<file path="src/rtl/riscv_pkg.sv">
// Shared RV32 constants: ALU control codes and the major opcodes the issue stage decodes.
package riscv_pkg;

  localparam logic [3:0] ALU_AND = 4'd0;
  localparam logic [3:0] ALU_OR  = 4'd1;
  localparam logic [3:0] ALU_ADD = 4'd2;
  localparam logic [3:0] ALU_SUB = 4'd6;
  localparam logic [3:0] ALU_SLT = 4'd7;
  localparam logic [3:0] ALU_NOR = 4'd12;
  localparam logic [3:0] ALU_NOP = 4'd15;

  localparam logic [6:0] OP_R  = 7'b0110011;
  localparam logic [6:0] OP_I  = 7'b0010011;
  localparam logic [6:0] OP_BR = 7'b1100011;

  localparam logic [6:0] F7_BASE = 7'b0000000;
  localparam logic [6:0] F7_ALT  = 7'b0100000;

endpackage

</file>
<file path="src/rtl/alu_decode.sv">
// Combinational decode of an RV32 instruction into the ALU control code,
// the operand-B source select and the sign-extended I-type immediate.
module alu_decode
  import riscv_pkg::*;
(
  input  logic [31:0] instr,
  output logic [3:0]  ctl,
  output logic        use_imm,
  output logic [31:0] imm,
  output logic        illegal
);

  logic [6:0] opcode;
  logic [2:0] funct3;
  logic [6:0] funct7;
  logic       unused_fields;

  assign opcode        = instr[6:0];
  assign funct3        = instr[14:12];
  assign funct7        = instr[31:25];
  assign imm           = {{20{instr[31]}}, instr[31:20]};
  assign unused_fields = ^{instr[19:15], instr[11:7]};

  // NOTE: every output gets a default before the case tree, so no path leaves
  // a value unassigned and no latch is inferred.
  always_comb begin
    ctl     = ALU_NOP;
    use_imm = 1'b0;
    illegal = 1'b1;
    unique case (opcode)
      OP_R: begin
        if (funct7 == F7_BASE) begin
          unique case (funct3)
            3'b000:  begin ctl = ALU_ADD; illegal = 1'b0; end
            3'b111:  begin ctl = ALU_AND; illegal = 1'b0; end
            3'b110:  begin ctl = ALU_OR;  illegal = 1'b0; end
            3'b010:  begin ctl = ALU_SLT; illegal = 1'b0; end
            default: ;
          endcase
        end else if (funct7 == F7_ALT && funct3 == 3'b000) begin
          ctl     = ALU_SUB;
          illegal = 1'b0;
        end
      end
      OP_I: begin
        use_imm = 1'b1;
        unique case (funct3)
          3'b000:  begin ctl = ALU_ADD; illegal = 1'b0; end
          3'b111:  begin ctl = ALU_AND; illegal = 1'b0; end
          3'b110:  begin ctl = ALU_OR;  illegal = 1'b0; end
          3'b010:  begin ctl = ALU_SLT; illegal = 1'b0; end
          default: use_imm = 1'b0;
        endcase
      end
      OP_BR: begin
        if (funct3 == 3'b000) begin
          ctl     = ALU_SUB;
          illegal = 1'b0;
        end
      end
      default: ;
    endcase
  end

endmodule

</file>
<file path="src/rtl/alu_issue.sv">
// Two-stage issue front end for the single-cycle ALU: stage 1 holds the decoded
// operation driving the ALU, stage 2 captures the result for a valid/ready consumer.
module alu_issue
  import riscv_pkg::*;
#(
  parameter int CNT_W = 16
) (
  input  logic             clk,
  input  logic             reset,
  input  logic             in_valid,
  output logic             in_ready,
  input  logic [31:0]      instr,
  input  logic [31:0]      rs1_val,
  input  logic [31:0]      rs2_val,
  output logic [3:0]       alu_ctl,
  output logic [31:0]      alu_a,
  output logic [31:0]      alu_b,
  input  logic [31:0]      alu_out,
  output logic             out_valid,
  input  logic             out_ready,
  output logic [31:0]      result,
  output logic             result_zero,
  output logic             illegal,
  output logic [CNT_W-1:0] issue_count,
  output logic [CNT_W-1:0] illegal_count
);

  localparam logic [CNT_W-1:0] CNT_ONE = {{(CNT_W-1){1'b0}}, 1'b1};

  logic [3:0]  dec_ctl;
  logic        dec_use_imm;
  logic [31:0] dec_imm;
  logic        dec_illegal;
  logic [31:0] dec_b;

  logic        s1_valid;
  logic        s1_illegal;
  logic        s2_load;
  logic        accept;
  logic [31:0] s2_result;

  alu_decode u_decode (
    .instr   (instr),
    .ctl     (dec_ctl),
    .use_imm (dec_use_imm),
    .imm     (dec_imm),
    .illegal (dec_illegal)
  );

  assign dec_b     = dec_illegal ? '0 : (dec_use_imm ? dec_imm : rs2_val);
  assign s2_load   = s1_valid && (!out_valid || out_ready);
  assign in_ready  = !s1_valid || s2_load;
  assign accept    = in_valid && in_ready;
  assign s2_result = s1_illegal ? '0 : alu_out;

  // Operand registers only load on accept, so alu_* stay bit-stable under backpressure.
  // NOTE: sequential state uses non-blocking assignments so every register
  // samples pre-edge values regardless of process ordering.
  always_ff @(posedge clk or posedge reset) begin
    if (reset) begin
      s1_valid   <= 1'b0;
      s1_illegal <= 1'b0;
      alu_ctl    <= ALU_NOP;
      alu_a      <= '0;
      alu_b      <= '0;
    end else if (accept) begin
      s1_valid   <= 1'b1;
      s1_illegal <= dec_illegal;
      alu_ctl    <= dec_ctl;
      alu_a      <= rs1_val;
      alu_b      <= dec_b;
    end else if (s2_load) begin
      s1_valid <= 1'b0;
    end
  end

  always_ff @(posedge clk or posedge reset) begin
    if (reset) begin
      out_valid   <= 1'b0;
      result      <= '0;
      result_zero <= 1'b0;
      illegal     <= 1'b0;
    end else if (s2_load) begin
      out_valid   <= 1'b1;
      result      <= s2_result;
      result_zero <= (s2_result == '0);
      illegal     <= s1_illegal;
    end else if (out_ready) begin
      out_valid <= 1'b0;
    end
  end

  always_ff @(posedge clk or posedge reset) begin
    if (reset) begin
      issue_count   <= '0;
      illegal_count <= '0;
    end else if (accept) begin
      if (issue_count != '1)                   issue_count   <= issue_count + CNT_ONE;
      if (dec_illegal && illegal_count != '1) illegal_count <= illegal_count + CNT_ONE;
    end
  end

endmodule

</file>
<file path="config.mk">
export PLATFORM = sky130hd
export DESIGN_NAME = alu_issue
export DESIGN_NICKNAME = d
export VERILOG_FILES = /design/src/rtl/riscv_pkg.sv /design/src/rtl/alu_decode.sv /design/src/rtl/alu_issue.sv
export SDC_FILE = /design/constraint.sdc
export NUM_CORES = 1
export LEC_CHECK = 0
export ABC_CLOCK_PERIOD_IN_PS = 4570
export CORE_UTILIZATION = 39
export DETAILED_ROUTE_END_ITERATION = 10
export PLACE_DENSITY = 0.77
export SETUP_SLACK_MARGIN = 0.15
export SYNTH_ARGS = -nofsm -noshare
export SYNTH_HDL_FRONTEND = slang
export SYNTH_HIERARCHICAL = 1
export SYNTH_SLANG_ARGS = --single-unit
</file>
<file path="constraint.sdc">
create_clock -name clk -period 4.57 [get_ports clk]
set_input_delay 0.6855 -clock clk [delete_from_list [all_inputs] [get_ports clk]]
set_output_delay 0.6855 -clock clk [all_outputs]
set_load 0.1 [all_outputs]
</file>
* Word level (Yosys, flattened, before mapping)
Index checks and enable logic that the tools add are counted.
** Storage, ports and cells
- Register bits :: 137
- Bits in latches :: 0
- Bits in writable memories :: 0
- Bits in read-only memories :: 0
- Bits of input ports :: 132
- Output and inout bits :: 136
- Word-level logic and storage cells :: 57
- Memories :: 0
** Operators by class
- $add $sub $neg :: 2
- $mul :: 0
- Divide/modulo/power cells :: 0
- Order comparisons :: 0
- Eq/ne operators :: 9
- Shift-type cells :: 0
- Muxes and demuxes :: 19
- Bitwise logic cells :: 0
- Reduce and logical (&&, ||, !) cells :: 16
** Operator list (number)
- $mux 32 :: 3
- $add 16x1->16 const B :: 2
- $logic_not 32->1 :: 1
- $ne 16x16->1 const B :: 2
- $pmux 4 s4 :: 1
- $eq 7x6->1 const B :: 2
- $mux 4 :: 3
- $pmux 4 s3 :: 1
- $mux 1 :: 10
- $eq 7x5->1 const B :: 1
- $eq 7x7->1 const B :: 1
- $logic_not 7->1 :: 1
- $eq 3x3->1 const B :: 2
- $logic_and 1x1->1 :: 4
- $reduce_and 2->1 :: 2
- $reduce_bool 2->1 :: 2
- $reduce_or 4->1 :: 1
- $eq 3x2->1 const B :: 1
- $logic_not 3->1 :: 1
- $pmux 1 s3 :: 1
- $logic_not 1->1 :: 2
- $logic_or 1x1->1 :: 2

* Logic depth before layout (Yosys ltp)
Gate-level depths: netlist of run 1.
- Word-level depth :: 7
- Mapped depth :: 9
- Mapped depth without buffers :: 8

* By module
Netlist of run 1, hierarchy kept.
** By module, submodules not included
- alu_issue :: times used 1, cells each 531, area an instance 6128.4 um2, sequential area each 3433.3 um2
- alu_decode :: times used 1, cells each 58, area an instance 401.6 um2, sequential area each 0.0 um2

* Worst setup path before layout of run 1
Ideal clock, no wire load.
- Kind :: register -> register
- Start point :: register out_valid
- End point :: register alu_a[10]
- Setup time :: 0.126 ns
- Arrival :: 2.643 ns
- Data required time :: 4.444 ns
- Setup slack :: 1.801 ns
- Cell stages (with the launch flop) :: 5
- Buffers on the path :: 1
- Period minus slack after synthesis :: 2.769 ns
- Path through :: dfrtp_1 -> nand3b_2 -> nand2_2 -> buf_2 -> mux2_2
** On the way
- Word-level cells in the longest chain between the ends :: 5
** RTL lines
- start: declaration :: RTL line alu_issue.sv:19 : output logic out_valid,
- start signal: assignment :: RTL line alu_issue.sv:79 : out_valid <= 1'b0;
- start signal: assignment :: RTL line alu_issue.sv:84 : out_valid <= 1'b1;
- start signal: assignment :: RTL line alu_issue.sv:89 : out_valid <= 1'b0;
- $logic_not 1->1 :: RTL line alu_issue.sv:51 : assign s2_load = s1_valid && (!out_valid || out_ready);
- $logic_or 1x1->1 :: RTL line alu_issue.sv:51
- $logic_and 1x1->1 :: RTL line alu_issue.sv:51
- $logic_or 1x1->1 :: RTL line alu_issue.sv:52 : assign in_ready = !s1_valid || s2_load;
- named net in_ready :: RTL line alu_issue.sv:11 : output logic in_ready,
- $logic_and 1x1->1 :: RTL line alu_issue.sv:53 : assign accept = in_valid && in_ready;
- end signal: assignment :: RTL line alu_issue.sv:70 : alu_a <= rs1_val;
- end: declaration :: RTL line alu_issue.sv:16 : output logic [31:0] alu_a,
The timed path passes the listed nets, and every way through them passes these cells.
A chain may end at the register's enable or synchronous reset.

* Final worst setup path of run 1
- Start point :: input out_ready
- End point :: output in_ready
** On the way
- Word-level cells in the longest chain between the ends :: 3
** RTL lines
- start: declaration :: RTL line alu_issue.sv:20 : input logic out_ready,
- $logic_or 1x1->1 :: RTL line alu_issue.sv:51
- $logic_and 1x1->1 :: RTL line alu_issue.sv:51
- $logic_or 1x1->1 :: RTL line alu_issue.sv:52
- end: declaration :: RTL line alu_issue.sv:11
No other way between the ends.

==> results of run 1 <==
==> Yosys cell counts, drive strengths merged <==
library cell	instances	area, um^2
nand3b	1	11.3
o21bai	1	7.51
buf	51	335
mux2i	32	320
nor3	10	60.1
and4b	1	10.0
o21ai	35	175
xor2	16	140
a21oi	3	18.8
and4	4	37.5
a31oi	3	18.8
ha	2	25.0
a2bb2oi	2	17.5
clkbuf	13	50.0
a31o	1	8.76
nor4b	2	30.0
nor2	9	36.3
a2111oi	2	42.5
xnor2	9	78.8
o31ai	33	248
a41oi	1	8.76
dfstp	4	105
mux2	41	465
and3	6	37.5
o2111a	1	12.5
a211oi	4	30.0
and2b	1	7.51
inv	4	15.0
nand2b	36	225
nand4	15	100
nor4	16	121
nand3	14	75.1
and2	2	13.8
nand2	79	299
or3	1	6.26
a21boi	1	7.51
dfrtp	133	3330
==> power by group <==
group,switching (mW),internal [mW],total (mW),leakage (nW)
combinational,1.62,0.547,2.17,1.82
sequential,0.196,1.39,1.59,1.73
clock,0.552,0.769,1.32,0.256
total,2.37,2.71,5.08,3.81
==> worst min-delay path by stage <==
stage	from	end	slack (ps)	cells after the start
floorplan	s1_valid$_DFFE_PP0P_	out_valid$_DFFE_PP0P_	480	1
global placement	alu_b[6]$_DFFE_PP0P_	alu_b[6]$_DFFE_PP0P_	460	2
detailed placement	alu_b[21]$_DFFE_PP0P_	alu_b[21]$_DFFE_PP0P_	460	2
CTS	alu_b[19]$_DFFE_PP0P_	alu_b[19]$_DFFE_PP0P_	480	2
global route	alu_b[31]$_DFFE_PP0P_	alu_b[31]$_DFFE_PP0P_	500	2
finish	alu_b[19]$_DFFE_PP0P_	alu_b[19]$_DFFE_PP0P_	470	2
==> registers in the layout (all words and copies together), names as in the netlist <==
| name | flops |
|---|---|
| out_valid | 1 |
| s1_valid | 1 |
| issue_count | 16 |
| result | 32 |
| s1_illegal | 1 |
| result_zero | 1 |
| illegal_count | 16 |
| illegal | 1 |
| alu_ctl | 4 |
| alu_a | 32 |
| alu_b | 32 |
==> layout make-up <==
cell class,count,area [um^2]
Clock inverter,12,119
Tap cell,216,270
Fill cell,1368,6480
Multi-Input combinational cell,384,2710
Sequential cell,137,3430
Inverter,4,20.0
Clock buffer,20,447
Timing Repair Buffer,264,2640
==> stage by stage <==
step / instance area, um^2 / instances / util
finish: 9640 / 1037 / 0.598
global route: 9640 / 1037 / 0.598
CTS: 9640 / 1037 / 0.598
detailed placement: 9070 / 1005 / 0.563
global placement: 9070 / 1005 / 0.563
floorplan: 6530 / 589 / -
==> worst max-delay path, stage by stage <==
cell	delay [ps]
sky130_fd_sc_hd__clkdlybuf4s50_1	470
sky130_fd_sc_hd__nand3b_2	230
sky130_fd_sc_hd__clkdlybuf4s50_1	1200
==> logic make-up after synthesis <==
family | Yosys count | synth area share
compound gates | 87 | 0.0912
flops | 137 | 0.526
buf+inv | 68 | 0.0613
simple gates | 197 | 0.164
mux | 73 | 0.120
fa+ha+maj | 2 | 0.00383
xor+xnor | 25 | 0.0335
==> per-layer routing <==
layer / vias to the layer above / GRT usage / share of wire
li1: 2507 / - / -
met1: 2516 / 0.257 / 0.43
met2: 193 / 0.332 / 0.48
met3: 28 / 0.0532 / 0.066
met4: 0 / 0.0814 / 0.022
met5: - / 0 / 0
==> reports/summary.md, run 1 <==
The run gives 8.39 ps as the worst-case clock skew. Subtracting the final worst setup slack from the clock period gives 3270 ps. Average via count per standard cell: 5.06. Setup violations remaining at the end of the flow were counted as 0. Total of warnings raised by yosys: 6. The layout overhead on the synthesized area is 47.6%.

In this run the cell area of the synthesized design comes to 6530 um^2. Measured along the x axis, the die boundary spans 131 um. The tools report the initial cell density of the core as 0.405. The tools report the remaining antenna violation count as 0. The TritonCTS sink count is 137.

The library cells used most frequently in the layout, excluding fill and tap cells, are sky130_fd_sc_hd__clkdlybuf4s50_1, sky130_fd_sc_hd__dfrtp_1, sky130_fd_sc_hd__nand2_1. For the sum of negative setup slack, the log shows 0 ps. The most common library cell in the layout ignoring fill and taps was sky130_fd_sc_hd__clkdlybuf4s50_1. The run gives 17300 um^2 as the floorplan die area. The via count of the first global-routing pass came out at 5279. The tools report the total of max-cap violations as 0. Counting every net in the synthesized netlist gives 723.

The launch point of the worst path is out_ready. The run gives 0.526 as the sequential-to-total area share from yosys stat. The routed wire length is 17100 um, and the maximum clock frequency is 306 MHz. Buffers inserted to repair hold after CTS numbered 0. The tools report the max-slew headroom at the worst pin as 0.317. In the final design database the tool counted 942 nets. For the number of setup buffers added after CTS, the log shows 0. Element type at the critical path end: an output pin. The capture point of the worst path is in_ready. The tools report the diode insertion count for antenna repair as 0. For this run, the detailed router's first-pass iteration total came to 5.

The clock latency on the worst-skew pair was 420 ps. IR analysis of the VDD net gives a maximum drop of 597 uV. In the final routed layout, each cell accounts on average for 16.5 um.

The critical path startpoint category was a primary input. After floorplanning, the core was sized to cover 16100 um^2. The clock transition time at the flip-flop clock pins of the worst setup and hold paths is 60 ps, and the worst-case register-to-register setup slack is 2410 ps. The distinct cell type count after synthesis was 54; the power density over the cells was 527 nW/um^2.

Synthesis inferred 137 register bits. The required time of the critical path was 3880 ps. Synthesis produced a netlist whose cell count is 589.

Entering global routing, the biggest net connects 115 pins. Buffers inserted during clock tree synthesis total 17. TritonCTS built the clock tree.

The vertical die dimension came out at 131 um. The worst setup slack after placement was 1290 ps. Setup repair after global routing left no endpoint under its margin.

Routability-driven placement finished with a final weighted congestion of 0.837. Worst min-delay path category: reg2reg. For the number of ports placed on the die boundary, the log shows 268.

The largest driver fanout on the critical path works out to 8. The max-slew violation count came out at 0. The tree is rooted in a sky130_fd_sc_hd__clkbuf_16.

Setup slack closes at 1300 ps. Averaged over all synthesized cells, the footprint is 11.1 um^2. By startpoint and endpoint, the worst setup path is classified as in2out.

The measured slew at the worst slew-check pin is 1020 ps. The leakage power was 3.81 nW. The longest clock path from root to sink contains 2 buffers. Across all hold checks on the routed design, the worst slack comes to 474 ps. After legalization and detailed placement, the total HPWL measured 12000 um.

The number of input and output port buffers inserted is 257. The total vias in the final route was 5244; the ratio of final minimum period to clock period was 0.715. Fraction of layout instances using a drive strength above 1: 0.123. The run finished with clean final reports.

Critical register-to-register path endpoint: alu_a[16]$_DFFE_PP0P_. The first routing iteration left 219 violations. For the number of cell rows, the log shows 46. For the worst setup path, the data arrival time is 2580 ps. The worst reg2reg path depth works out to 4. Total power for the finished layout comes to 5.08 mW.

The number of antenna violations at the first check in global routing was 0; the H-tree depth was 4. The first global-routing pass estimated 27800 um of wire. Gates resized during post-CTS repair numbered 0. The tools report the total congestion overflow as 0. The worst register-to-register path begins at s1_valid$_DFFE_PP0P_. The total global routing track utilization is 0.204. For this run, design rule violations remaining after detail routing come to 0.

The tools report the number of endpoints with negative hold slack in the final report as 0.
No activity file was read; power rests on OpenSTA's default activity.
==> inputs of run 2 (changes only) <==
--- a/config.mk
+++ b/config.mk
@@ -5,10 +5,10 @@
 export SDC_FILE = /design/constraint.sdc
 export NUM_CORES = 1
 export LEC_CHECK = 0
-export ABC_CLOCK_PERIOD_IN_PS = 4570
-export CORE_UTILIZATION = 39
+export ABC_CLOCK_PERIOD_IN_PS = 3200
+export CORE_UTILIZATION = 44
 export DETAILED_ROUTE_END_ITERATION = 10
-export PLACE_DENSITY = 0.77
+export PLACE_DENSITY = 0.82
 export SETUP_SLACK_MARGIN = 0.15
 export SYNTH_ARGS = -nofsm -noshare
 export SYNTH_HDL_FRONTEND = slang
==> constraint.sdc (replaced) <==
create_clock -name clk -period 3.2 [get_ports clk]
set_input_delay 0.48 -clock clk [delete_from_list [all_inputs] [get_ports clk]]
set_output_delay 0.48 -clock clk [all_outputs]
set_load 0.1 [all_outputs]
==> run 2 against run 1 <==
Net effect:
- final cell count down 2.5%
- wire length down 2.6%
- first-iteration DRC count up 17%
- via count up 0.74%
- clock-buffer cell count up 4
- largest cell class unchanged
==> reports/summary.md, run 2 (synthesis results as in run 1) <==
The worst register-to-register path ends at issue_count[15]$_DFFE_PP0P_. The tightest min-delay check is of the reg2reg type. For the pin with the worst max-slew slack, the measured transition is 998 ps. Summed over all nets, the switching power comes to 3.28 mW. In this run the post-CTS setup repair buffer count came out at 0. The floorplan has 44 rows. No sink is reached through more buffers than the 2 on the longest clock path. For the max-slew violation count, the log shows 0. The tool flagged a number of max-cap violations equal to 0. The largest registers in the layout are alu_a: 32 flops, alu_b: 32 flops, result: 32 flops. The core outline area was 14500 um^2; the first-pass iteration count of the detailed router was 4. Summed over all layers, the global routing overflow is 0. The tools report the clock share of power as 0.270.

The run gives 4.01 mW as the internal power. For the worst setup path, the data required time is 3490 ps. STA classifies the critical path startpoint as a primary input.

For the worst-skew pair, the clock arrives at the later sink with an insertion delay of 410 ps. Along the worst hold path, the cell count comes to 2. The first routing iteration left 257 violations.

The die width was 124 um; the final core area utilization was 0.657. The number of cells on the worst reg-to-reg path is 5. After detailed routing, the total wire length is 16700 um. The mean routed wirelength per cell works out to 16.5 um. Endpoint arrival time on the critical path: 2730 ps. In the routed layout, each cell is associated on average with a via count of 5.23. In the layout the commonest cells are sky130_fd_sc_hd__clkdlybuf4s50_1, sky130_fd_sc_hd__dfrtp_1, sky130_fd_sc_hd__nand2_1. The number of antenna diodes in the final layout is 0. Remaining routing DRC violations: 0. Input and output buffers added on the ports amount to 257. The first global-routing pass estimated 25800 um of wire.

The cell count after placement came out at 979. The number of antenna violations at the first check in global routing came out at 0. The logs give 0.419 for the combinational fraction of design power and 0 for the number of instances resized during post-cts repair. The remaining antenna violation count was 0. The tools report the master cell of the clock root buffer as sky130_fd_sc_hd__clkbuf_16. The run gives 0 ps as the sum of negative setup slack. The die covers 15300 um^2. Along the worst path, the maximum fanout reaches 4. Walking the worst path, the cells encountered are clkdlybuf4s50_1 -> and2b_1 -> nand4_1 -> a31o_1 -> o21ai_4 -> nand2_1 -> nor4b_2 -> nand4_1 -> xnor2_1. The via count of the first global-routing pass was 5196.

The combined buffer and inverter count along the critical path is 1. The most common library cell in the layout ignoring fill and taps was sky130_fd_sc_hd__clkdlybuf4s50_1. The number of failing setup endpoints in the final timing report is 0. The power density over the cells came out at 762 nW/um^2. The worst register-to-register path begins at issue_count[0]$_DFFE_PP0P_.

In this design, the stage delay of the slowest critical-path cell is 460 ps. The logs give 137 for the TritonCTS sink count and 948 for the total number of nets in the final design. After layout, the minimum clock period comes to 2440 ps. The tools report the total global routing track utilization as 0.221.

The run finished with clean final reports. After the flow finishes, the layout carries non-filler instances totaling 1011. Counting stages on the worst path, the most repeated cell is sky130_fd_sc_hd__nand4_1. TritonCTS built the clock tree.

Classification of the worst setup path: in2reg. The tools report the element type at the critical path end as a register. The tools report the maximum clock frequency as 410 MHz. The run gives 0.311 as the share of total power in sequential cells. Hold repair after CTS inserted 0 buffers. The clock transition time at the flip-flop clock pins of the worst setup and hold paths was 50 ps. The post-detailed-placement cell area is 8950 um^2. VDD sags by at most 1290 uV.

In this run the number of H-tree levels came out at 4. The slowest stage of the critical path belongs to the cell sky130_fd_sc_hd__nor4b_2. For the global placer's final weighted congestion, the log shows 0.840. The tools report the worst-case clock skew as 5.91 ps.

For hold timing, the worst endpoint is result[0]$_DFFE_PP0P_. Tracing the worst setup path back leads to its startpoint at instr[6]. The tools report the max-slew headroom at the worst pin as 0.332. The initial cell density of the core came out at 0.449. The half-perimeter wire length after placement is 12200 um, and the total vias in the final route is 5283.

For the leakage power, the log shows 3.96 nW. The family of cells with the greatest summed delay on the critical path was simple AND/OR/NAND/NOR gates. The fraction of layout instances using a drive strength above 1 came out at 0.200. The run gives 1300 ps as the worst-case register-to-register setup slack. The finished cells cover 9550 um^2. The tools report the number of endpoints with negative hold slack in the final report as 0. Entering global routing, the biggest net connects 76 pins.

For the number of ports placed on the die boundary, the log shows 268. From synthesis to final layout, the design area changed by 46.3%. In this run the most critical hold path is launched from result[0]$_DFFE_PP0P_.

Setup repair after global routing left no endpoint under its margin. TritonCTS created 17 clock buffers. The switching share of total power was 0.450; the ratio of final minimum period to clock period was 0.763. Vertical die dimension: 124 um.
-- run 2: cell type report --
class	count	area, um^2
Clock buffer	24	482
Multi-Input combinational cell	384	2720
Tap cell	184	230
Clock inverter	8	118
Sequential cell	137	3430
Fill cell	1095	4980
Timing Repair Buffer	270	2550
Inverter	4	18.8
-- run 2: routing by layer --
layer	track usage	part of all wire	routed length (um)	vias up
met5	0	0	0	-
met4	0.0858	0.018	307	0
met3	0.0733	0.089	1490	27
met2	0.363	0.49	8150	205
met1	0.268	0.40	6720	2533
li1	-	-	-	2518
-- run 2: power by group through the flow --
stage | combinational [mW] | clock, mW | sequential [mW]
6_report | 3.05 | 1.97 | 2.26
5_1_grt | 3.17 | 2.08 | 2.30
4_1_cts | 3.07 | 2.01 | 2.26
3_5_place_dp | 3.06 | 0 | 2.28
3_3_place_gp | 3.03 | 0 | 2.26
2_1_floorplan | 0.514 | 0 | 4.04
-- run 2: how the worst max path moves through the flow --
stage / endpoint / slack (ps) / cells past startpoint
5_1_grt: illegal_count[15]$_DFFE_PP0P_ / 630 / 9
3_5_place_dp: illegal_count[15]$_DFFE_PP0P_ / 350 / 9
4_1_cts: alu_a[29] / 750 / 1
6_report: illegal_count[15]$_DFFE_PP0P_ / 760 / 9
3_3_place_gp: illegal_count[10]$_DFFE_PP0P_ / 440 / 9
2_1_floorplan: alu_a[10]$_DFFE_PP0P_ / 430 / 4
-- run 2: worst reg2reg max path, cell delays in order, from the launching register on --
cell and delay [ps]:
sky130_fd_sc_hd__dfrtp_1 450, sky130_fd_sc_hd__ha_1 240, sky130_fd_sc_hd__nand3_2 220, sky130_fd_sc_hd__o31ai_1 550, sky130_fd_sc_hd__nor4_1 140, sky130_fd_sc_hd__xor2_1 160
-- run 2: through the flow --
| step | setup WS, ps | total power, mW | hold WS, ps |
|---|---|---|---|
| 2_1_floorplan | 431 | 4.55 | 478 |
| 3_3_place_gp | 438 | 5.29 | 459 |
| 3_5_place_dp | 352 | 5.35 | 470 |
| 4_1_cts | 753 | 7.34 | 484 |
| 5_1_grt | 632 | 7.55 | 503 |
| 6_report | 760 | 7.28 | 478 |
==> inputs of run 3 (changes only) <==
--- a/config.mk
+++ b/config.mk
@@ -5,10 +5,10 @@
 export SDC_FILE = /design/constraint.sdc
 export NUM_CORES = 1
 export LEC_CHECK = 0
-export ABC_CLOCK_PERIOD_IN_PS = 3200
-export CORE_UTILIZATION = 44
+export ABC_CLOCK_PERIOD_IN_PS = 2200
+export CORE_UTILIZATION = 39
 export DETAILED_ROUTE_END_ITERATION = 10
-export PLACE_DENSITY = 0.82
+export PLACE_DENSITY = 0.77
 export SETUP_SLACK_MARGIN = 0.15
 export SYNTH_ARGS = -nofsm -noshare
 export SYNTH_HDL_FRONTEND = slang
==> constraint.sdc (replaced) <==
create_clock -name clk -period 2.2 [get_ports clk]
set_input_delay 0.33 -clock clk [delete_from_list [all_inputs] [get_ports clk]]
set_output_delay 0.33 -clock clk [all_outputs]
set_load 0.1 [all_outputs]
==> run 3 against run 2 <==
Net effect:
- global-route usage is 2.5 points lower
- sequential power is 47% higher
- utilization is 5.5 points lower
- critical path depth stayed put
- final cell count is 4.9% higher
- cell area is 1.5% higher
- largest cell class unchanged
==> reports/summary.md, run 3 (synthesis results as in run 1) <==
At the end of the flow, the number of nets in the layout was 967. The number of ports placed on the die boundary is 268. Leaving out fill and tap cells, the most frequent cell in the layout is sky130_fd_sc_hd__buf_4. The largest registers in the layout are alu_a: 32 flops, alu_b: 32 flops, result: 32 flops. First-pass iteration count of the detailed router: 4. The maximum clock frequency is 515 MHz. Setup repair after global routing could not meet its margin everywhere.

For the remaining antenna violation count, the log shows 0. The clock drives 137 sinks. At the end of routability-driven placement, the weighted congestion stood at 0.868. The finished cells cover 9700 um^2. The power density over the cells was 1100 nW/um^2; the number of antenna violations at the first check in global routing was 0. Vertical die dimension: 131 um. Element type at the critical path end: a register. The maximum clock insertion buffer count was 2. The tools report the critical path startpoint category as a primary input.

For the worst setup path, the data required time is 2490 ps. The run gives 70 as the pin count of the biggest net entering global routing. Number of design-rule violations left by the first detailed-router iteration: 224. The max-slew headroom at the worst pin is 0.469, and the number of clock buffers inserted by TritonCTS is 17. The H-tree depth is 4, and the overall power of the completed layout is 10.7 mW. The max-slew violation count is 0.

The run gives 410 ps as the clock latency on the worst-skew pair. The run gives 2230 ps as the endpoint arrival time on the critical path. The average via count per standard cell works out to 4.90. Total congestion overflow: 0.

Once placement finished, the instance area stood at 9060 um^2. TritonCTS built the clock tree. IR analysis of the VDD net gives a maximum drop of 1000 uV. The master cell of the clock root buffer was sky130_fd_sc_hd__clkbuf_16. After clock tree synthesis, the flow added hold-fix buffers numbering 0. The largest driver fanout on the critical path is 5, and the total vias in the final route is 5203. The mean routed wirelength per cell is 15.6 um. Post-CTS timing repair inserted 0 buffers for setup.

The run finished with clean final reports. The library cells used most frequently in the layout, excluding fill and tap cells, are sky130_fd_sc_hd__buf_4, sky130_fd_sc_hd__clkdlybuf4s50_1, sky130_fd_sc_hd__dfrtp_1. Clock-pin slew was measured on the worst setup and hold paths at 60 ps. The run gives 0 as the diode insertion count for antenna repair. The total global routing track utilization is 0.196. The initial cell density of the core was 0.405; the number of failing setup endpoints in the final timing report was 0. The worst min-delay path category is in2reg.

The area growth from synthesis to layout is 48.6%. Across the run, the number of max-cap violations was 0. The first global-routing pass estimated 27100 um of wire. The number of endpoints with negative hold slack in the final report came out at 0.

The fraction of layout instances using a drive strength above 1 is 0.344, and the core outline area is 16100 um^2. The number of input and output port buffers inserted was 257; the minimum clock period after layout was 1940 ps. The analysis attributes to cell leakage a power of 4.24 nW. The worst-case clock skew is 9.92 ps, and the measured slew at the worst slew-check pin is 797 ps. The die is 131 um wide. The via count of the first global-routing pass is 5348, and the remaining routing DRC violations is 0. The die covers 17300 um^2. For the half-perimeter wire length after placement, the log shows 12300 um.

The initialized floorplan defines 46 standard-cell rows. Summed over all layers, the routed wires come to 16600 um. The ratio of final minimum period to clock period works out to 0.883. The classification of the worst setup path was in2reg.
[run 3: area by class of cell]
| class | count | area [um^2] |
|---|---|---|
| fillers | 1354 | 6410 |
| flip-flops and latches | 137 | 3470 |
| multi-input cells | 384 | 2760 |
| repair buffers | 289 | 2580 |
| clock buffers | 19 | 433 |
| well taps | 216 | 270 |
| clock inverters | 12 | 176 |
| inverters | 4 | 18.8 |
[run 3: metrics by stage]
step / worst slack, ps / hold WS [ps] / std cells / util / TNS (ps)
2_1_floorplan: 21.2 / 438 / 589 / - / 0
3_3_place_gp: -318 / 461 / 1030 / 0.562 / -6510
3_5_place_dp: -341 / 467 / 1030 / 0.562 / -7720
4_1_cts: 158 / 418 / 1061 / 0.601 / 0
5_1_grt: 147 / 381 / 1061 / 0.602 / 0
6_report: 257 / 357 / 1061 / 0.602 / 0
[run 3: critical path, stage by stage]
cell and delay [ps]:
sky130_fd_sc_hd__clkdlybuf4s50_1 420, sky130_fd_sc_hd__nor2_2 130, sky130_fd_sc_hd__nand4_1 120, sky130_fd_sc_hd__a31o_1 250
sky130_fd_sc_hd__o21ai_4 220, sky130_fd_sc_hd__nand2_4 100, sky130_fd_sc_hd__nor4b_4 350, sky130_fd_sc_hd__nand4_1 160
sky130_fd_sc_hd__xnor2_1 140
[run 3: repair_timing]
action | 4_1_cts | 5_1_grt
setup endpoints to repair | 7 | 41
resized for setup | 5 | 10
gates cloned | 0 | 0
pin swaps | 6 | 9
[run 3: worst paths after layout]
kind	startpoint	to	slack (ps)	depth (start not counted)
setup reg to reg	issue_count[0]$_DFFE_PP0P_	issue_count[1]$_DFFE_PP0P_	370	5
min in group asynchronous	reset	result[7]$_DFFE_PP0P_	410	3
hold reg to reg	alu_b[21]$_DFFE_PP0P_	alu_b[21]$_DFFE_PP0P_	470	2
hold / removal	instr[27]	alu_b[7]$_DFFE_PP0P_	360	3
setup / recovery	instr[3]	illegal_count[10]$_DFFE_PP0P_	260	9
max in group asynchronous	reset	alu_ctl[2]$_DFFE_PP1P_	1450	3
[run 3: metal layers]
metal / vias to the layer above / track usage / part of all wire
met5: - / 0 / 0
met4: 0 / 0.0678 / 0.016
met3: 21 / 0.0544 / 0.061
met2: 175 / 0.319 / 0.48
met1: 2460 / 0.249 / 0.44
li1: 2547 / - / -
[run 3: power breakdown]
group,switching (mW),internal [mW],total [mW]
Clock,1.04,1.89,2.93
Sequential,0.405,2.92,3.33
Combinational,3.39,1.06,4.45
